<file path="config.mk">
export PLATFORM = sky130hd
export DESIGN_NAME = data_ram
export DESIGN_NICKNAME = d
export VERILOG_FILES = /design/src/rtl/data_ram.sv
export SDC_FILE = /design/constraint.sdc
export NUM_CORES = 1
export LEC_CHECK = 0
export BUFFER_PORTS_ARGS = -buffer_cell sky130_fd_sc_hd__buf_2
export CAP_MARGIN = 10
export CORE_MARGIN = 2
export CORE_UTILIZATION = 62
export CTS_CLUSTER_SIZE = 20
export DETAILED_ROUTE_END_ITERATION = 12
export GPL_ROUTABILITY_DRIVEN = 0
export PLACE_DENSITY = 0.84
export SYNTH_ARGS = -nofsm -noshare
export SYNTH_HDL_FRONTEND = slang
export SYNTH_SLANG_ARGS = --single-unit
</file>
<file path="constraint.sdc">
create_clock -name clk -period 9.3 [get_ports clk]
set_clock_uncertainty 0.1 [all_clocks]
set_input_delay 0.93 -clock clk [delete_from_list [all_inputs] [get_ports clk]]
set_output_delay 0.93 -clock clk [all_outputs]
set_load 0.05 [all_outputs]
</file>
<file path="src/rtl/data_ram.sv">
// Single-port-address synchronous data RAM with registered read data and async clear.
// Optional DATA_RAM_WRITE_THROUGH_EN: same-cycle read+write returns the new data.
module data_ram #(
    parameter int unsigned ADSize  = 4,
    parameter int unsigned DASize  = 16,
    parameter int unsigned RAMSize = 16
) (
    input  logic              clk,
    input  logic              rst,
    input  logic              en_read,
    input  logic              en_write,
    input  logic [ADSize-1:0] addr,
    input  logic [DASize-1:0] DMin,
    output logic [DASize-1:0] DMout
);

    // One extra bit so RAMSize == 2**ADSize still compares correctly.
    localparam int unsigned AW_EXT = ADSize + 1;

    logic [DASize-1:0] RAM_Data [RAMSize];
    logic [DASize-1:0] dmout_q;
    logic [DASize-1:0] dmout_d;
    logic              in_range_c;
    logic              wr_en_c;

    always_comb begin
        in_range_c = ({1'b0, addr} < AW_EXT'(RAMSize));
        wr_en_c    = en_write && in_range_c;
        dmout_d    = dmout_q;
        if (en_read) begin
            if (!in_range_c) begin
                dmout_d = '0;
            end else begin
`ifdef DATA_RAM_WRITE_THROUGH_EN
                dmout_d = en_write ? DMin : RAM_Data[addr];
`else
                dmout_d = RAM_Data[addr];
`endif
            end
        end
    end

    // Reset clears the whole array so nothing stale survives an abort.
    always_ff @(posedge clk or posedge rst) begin
        if (rst) begin
            dmout_q <= '0;
            for (int i = 0; i < int'(RAMSize); i++) begin
                RAM_Data[i] <= '0;
            end
        end else begin
            dmout_q <= dmout_d;
            if (wr_en_c) begin
                RAM_Data[addr] <= DMin;
            end
        end
    end

    assign DMout = dmout_q;

endmodule

</file>
Word level (Yosys, flattened, before mapping)
Index checks and enable logic that the tools add are counted.
- order comparisons: 2
- muxes and demuxes: 6
- bitwise gates (word level): 1
- reductions and logical operators: 1
- operators with widths (operator ; count):
    bitwise mux 256 bit ; 1
    binary-select mux 16 bit (select 4 bit) ; 1
    demux 16 bit (select 4 bit) ; 1
    2-to-1 mux 16 bit ; 3
    >= comparator 5 bit, second input constant ; 1
    < comparator 5 x 1 -> 1 bit, second input constant ; 1
    NOT 4 -> 5 bit ; 1
    logical AND 1 bit ; 1
- bits in registers: 272
- output and inout port bits: 16
- word-level logic and storage cells: 27

Longest topological paths before layout
- depth after elaboration: 6
- mapped depth: 7
- gate-level depth less buffers: 4

Least setup slack after synthesis
OpenSTA, ideal clock, no wires.
- path type: input port to flip-flop
- from: in addr[1]
- to: reg dmout_q[10] (netlist: DMout[10])
- data arrival time: 2.278 ns
- data required time: 9.074 ns
- path slack: 6.796 ns
- cell stages on the path: 7
- cells stage by stage: buf_4 -> buf_6 -> buf_2 -> mux4_2 -> mux2i_1 -> nor2_1 -> o32a_1
- cells in the longest elaborated chain, start to end: 4
- RTL lines (what ; line ; text):
    start, declared ; 12 ; input logic [ADSize-1:0] addr,
    NOT 4 -> 5 bit (implied by the code) ; 37 ; dmout_d = RAM_Data[addr];
    binary-select mux 16 bit (select 4 bit) ; 37 ;
    2-to-1 mux 16 bit (implied by the code) (2 in series) ; 37 ;
    end signal, assigned ; 51 ; dmout_q <= dmout_d;
    end, declared ; 21 ; logic [DASize-1:0] dmout_q;
No other way between the ends. The select of a mux whose other input is x is not followed.
A chain may end at the register's enable or synchronous reset.

Final worst setup path
- from: in addr[0]
- to: reg RAM_Data[131] (netlist name)
- cells in the longest elaborated chain, start to end: 6
- RTL lines (what ; line ; text):
    NOT 4 -> 5 bit (implied by the code) * ; 53 ; RAM_Data[addr] <= DMin;
    >= comparator 5 bit (implied by the code) / < comparator 5 x 1 -> 1 bit (equally long branches) ; 53 ;
    logical AND 1 bit (implied by the code) ; 53 ;
    2-to-1 mux 16 bit (implied by the code) ; 53 ;
    demux 16 bit (select 4 bit) * ; 53 ;
    bitwise mux 256 bit * ; 53 ;
    end signal, assigned by index ; 53 ;
    end, declared ; 20 ; logic [DASize-1:0] RAM_Data [RAMSize];
Every way passes the cells marked *; elsewhere a longest branch is shown, timed or not.

==> summary.txt <==
Place
  – Port Buffers: 39
  – Inst Count DP: 1057
  – Placed instance area: 12600 um^2
  – DPL Wire Length: 15800 um

STA
  – Worst Max-Slew Pin Slew: 1110 ps
  – Rel. slew slack: 26.2%
  – Fin. max-slew vios: 0
  – RSZ-0062 raised after global routing: false
  – TNS Setup: 0 ps
  – Final setup fails: 0
  – Highest Clock Rate: 267 MHz
  – Endpoints failing hold: 0
  – Final Critical Period: 3750 ps
  – Period utilization: 40.3%

Synth
  – Seq/Total Area, Yosys: 55.0%
  – Synth unique cells: 28
  – Most area-consuming cells after synthesis: dfrtp_1, mux2_2, mux2i_1
  – Post-synth top area share: 55.0%
  – Largest area contributor in the netlist: dfrtp_1
  – FF+latch count, synth: 272
  – Most used flip-flop cell after synthesis: dfrtp_1
  – Ys Warns: 0
  – Average size of a mapped cell: 15.3 um^2
  – Cell Area, Synth: 12400 um^2
  – Synth Instances: 810
  – Synth async-reset ratio: 100%
  – EDFF count, synth: 0
  – Syn nets: 834

Run
  – Reported max-cap violation count: 0

Clock network
  – Clock tree root driver cell: clkbuf_16
  – Clock-pin slew on the worst setup and hold paths: 60 ps
  – Num CTS Buffers: 27
  – CTS sink count: 272
  – Setup bufs post-CTS: 0
  – Hold bufs inserted after CTS: 0
  – CTS max path bufs: 3
  – H-tree depth: 1
  – Post-CTS resize count: 0
  – Worst skew pair latency: 540 ps
  – CTS tree: built

Cells and area
  – Inserted Diodes: 0
  – Total Nets Final: 845
  – Most common cell after layout, fill and taps aside: dfrtp_1
  – Finished Cell Area: 13400 um^2
  – Commonest non-fill, non-tap cells in the layout: dfrtp_1, mux2_2, mux2i_1, buf_2, o21ai_0
  – Layout cells sized above 1: 46.1%
  – P&R area growth vs syn: 8.59%
  – Non-filler cells, final: 1106

GRT
  – Pin count of the biggest net entering global routing: 97
  – Total track usage: 25.3%
  – Grt met2 use: 43.9%
  – Initial antenna violation count: 0
  – GR Util met1: 33.6%
  – Total grt overflow: 0
  – Most used routing layer: met2
  – Met3 Track Usage GR: 3.99%
  – Vias in the first global route: 7661
  – Global-route wire length before repair: 42200 um

Floorplan
  – Die area: 21100 um^2
  – Row count: 51
  – Die X-Extent: 145 um
  – Die Ht: 145 um
  – IO Pins: 40
  – Starting Density: 63.4%
  – Core Area: 19500 um^2

Pwr
  – Flop pwr share: 49.4%
  – Power Dens Cells: 240 nW/um^2
  – Clk network pwr share: 32.3%
  – Sw Ratio: 26.3%
  – Leak: 5.91 nW
  – Int Power: 0.00238 W
  – Total power: 0.00323 W
  – Peak supply drop: 0.151 mV
  – Psw: 0.000851 W
  – Gate power share: 18.3%

Detailed routing
  – Routed vias: 6978
  – Wire per inst: 23.5 um
  – Via density: 6.31
  – Detailed router's first-iteration violation count: 414
  – DRT antenna net count: 0
  – # DRC: 0
  – Routed wire length: 26000 um
  – TritonRoute pass-1 iters: 4

Hold path
  – Hold WC Path Type: primary input to asynchronous set/reset pin

Worst setup path
  – CP Max Fanout: 57
  – Reg-to-reg startpoint: RAM_Data[172]$_DFFE_PP0P_
  – Reg2reg setup slack: 7420 ps
  – WP data arrival: 4060 ps
  – Crit path from: addr[0]
  – Reg2Reg Depth: 4
  – Setup CP Type: primary input to flop
  – Startpoint types: primary input
  – Critical Path End: RAM_Data[131]$_DFFE_PP0P_
  – Reg2reg end: DMout[12]$_DFFE_PP0P_
  – Worst Path Required: 9610 ps
  – Setup crit end kind: flop

Outcome
  – Outcome: finished, final reports clean
routing by layer:
layer	vias to the layer above	share of wire (%)	routed length [um]
li1	3030	-	-
met1	3716	40	10500
met2	186	52	13400
met3	46	5.8	1510
met4	0	2.2	561
met5	-	0	0
flip-flops by register name, indices dropped and copies added, names as in the netlist:
signal    count
DMout        16
RAM_Data    256
per-stage QoR:
step,worst slack (ps),utilization [%],hold slack (ps)
floorplan,775,-,357
CTS,5570,68.8,390
global route,5410,68.8,415
global placement,5140,64.4,369
detailed placement,5000,64.4,376
finish,5550,68.8,366
synthesized netlist by cell type (4+ instances only):
cell type  number
o21ai_0        32
mux4_1          5
dfrtp_1       272
buf_6           5
buf_2          13
o32a_1         16
mux2_2        253
nor2_1         17
clkbuf_1       22
nand3b_2        4
nor2_2          6
o22a_1         16
mux4_2         27
buf_4          20
mux2i_1        80
cells by family after synthesis:
family | count (synthesis) | share of synthesized area [%]
flip-flops | 272 | 55.0
AO/OA/AOI/OAI | 64 | 3.72
buffers and inverters | 62 | 2.95
multiplexers | 368 | 35.7
AND/OR/NAND/NOR | 44 | 2.58
critical path, stage by stage:
cell      delay, ps
buf_6           460
buf_4           870
nand3b_2        340
nor2_2          910
mux2_2          430
power groups by stage:
stage / clock [W] / combinational, W / sequential [W]
global placement: 0 / 0.000557 / 0.00159
detailed placement: 0 / 0.000590 / 0.00162
global route: 0.00111 / 0.000635 / 0.00163
CTS: 0.00106 / 0.000596 / 0.00160
finish: 0.00104 / 0.000590 / 0.00160
floorplan: 0 / 0.000436 / 0.00161
cell type report:
cell class / instances / area (um^2)
tap: 265 / 332
clock buffer: 37 / 763
inverter: 1 / 11.3
timing repair buffer: 43 / 231
multi-input combinational: 476 / 5200
clock inverter: 12 / 91.3
sequential: 272 / 6810
fill: 1331 / 6090
how the worst min path moves through the flow:
| stage | startpoint | end | slack [ps] | cells after the start |
|---|---|---|---|---|
| floorplan | RAM_Data[48]$_DFFE_PP0P_ | RAM_Data[48]$_DFFE_PP0P_ | 360 | 1 |
| global placement | RAM_Data[53]$_DFFE_PP0P_ | RAM_Data[53]$_DFFE_PP0P_ | 370 | 1 |
| detailed placement | RAM_Data[53]$_DFFE_PP0P_ | RAM_Data[53]$_DFFE_PP0P_ | 380 | 1 |
| CTS | RAM_Data[53]$_DFFE_PP0P_ | RAM_Data[53]$_DFFE_PP0P_ | 390 | 1 |
| global route | RAM_Data[233]$_DFFE_PP0P_ | RAM_Data[233]$_DFFE_PP0P_ | 410 | 1 |
| finish | rst | RAM_Data[234]$_DFFE_PP0P_ | 370 | 2 |
No activity file was read; power rests on OpenSTA's default activity.
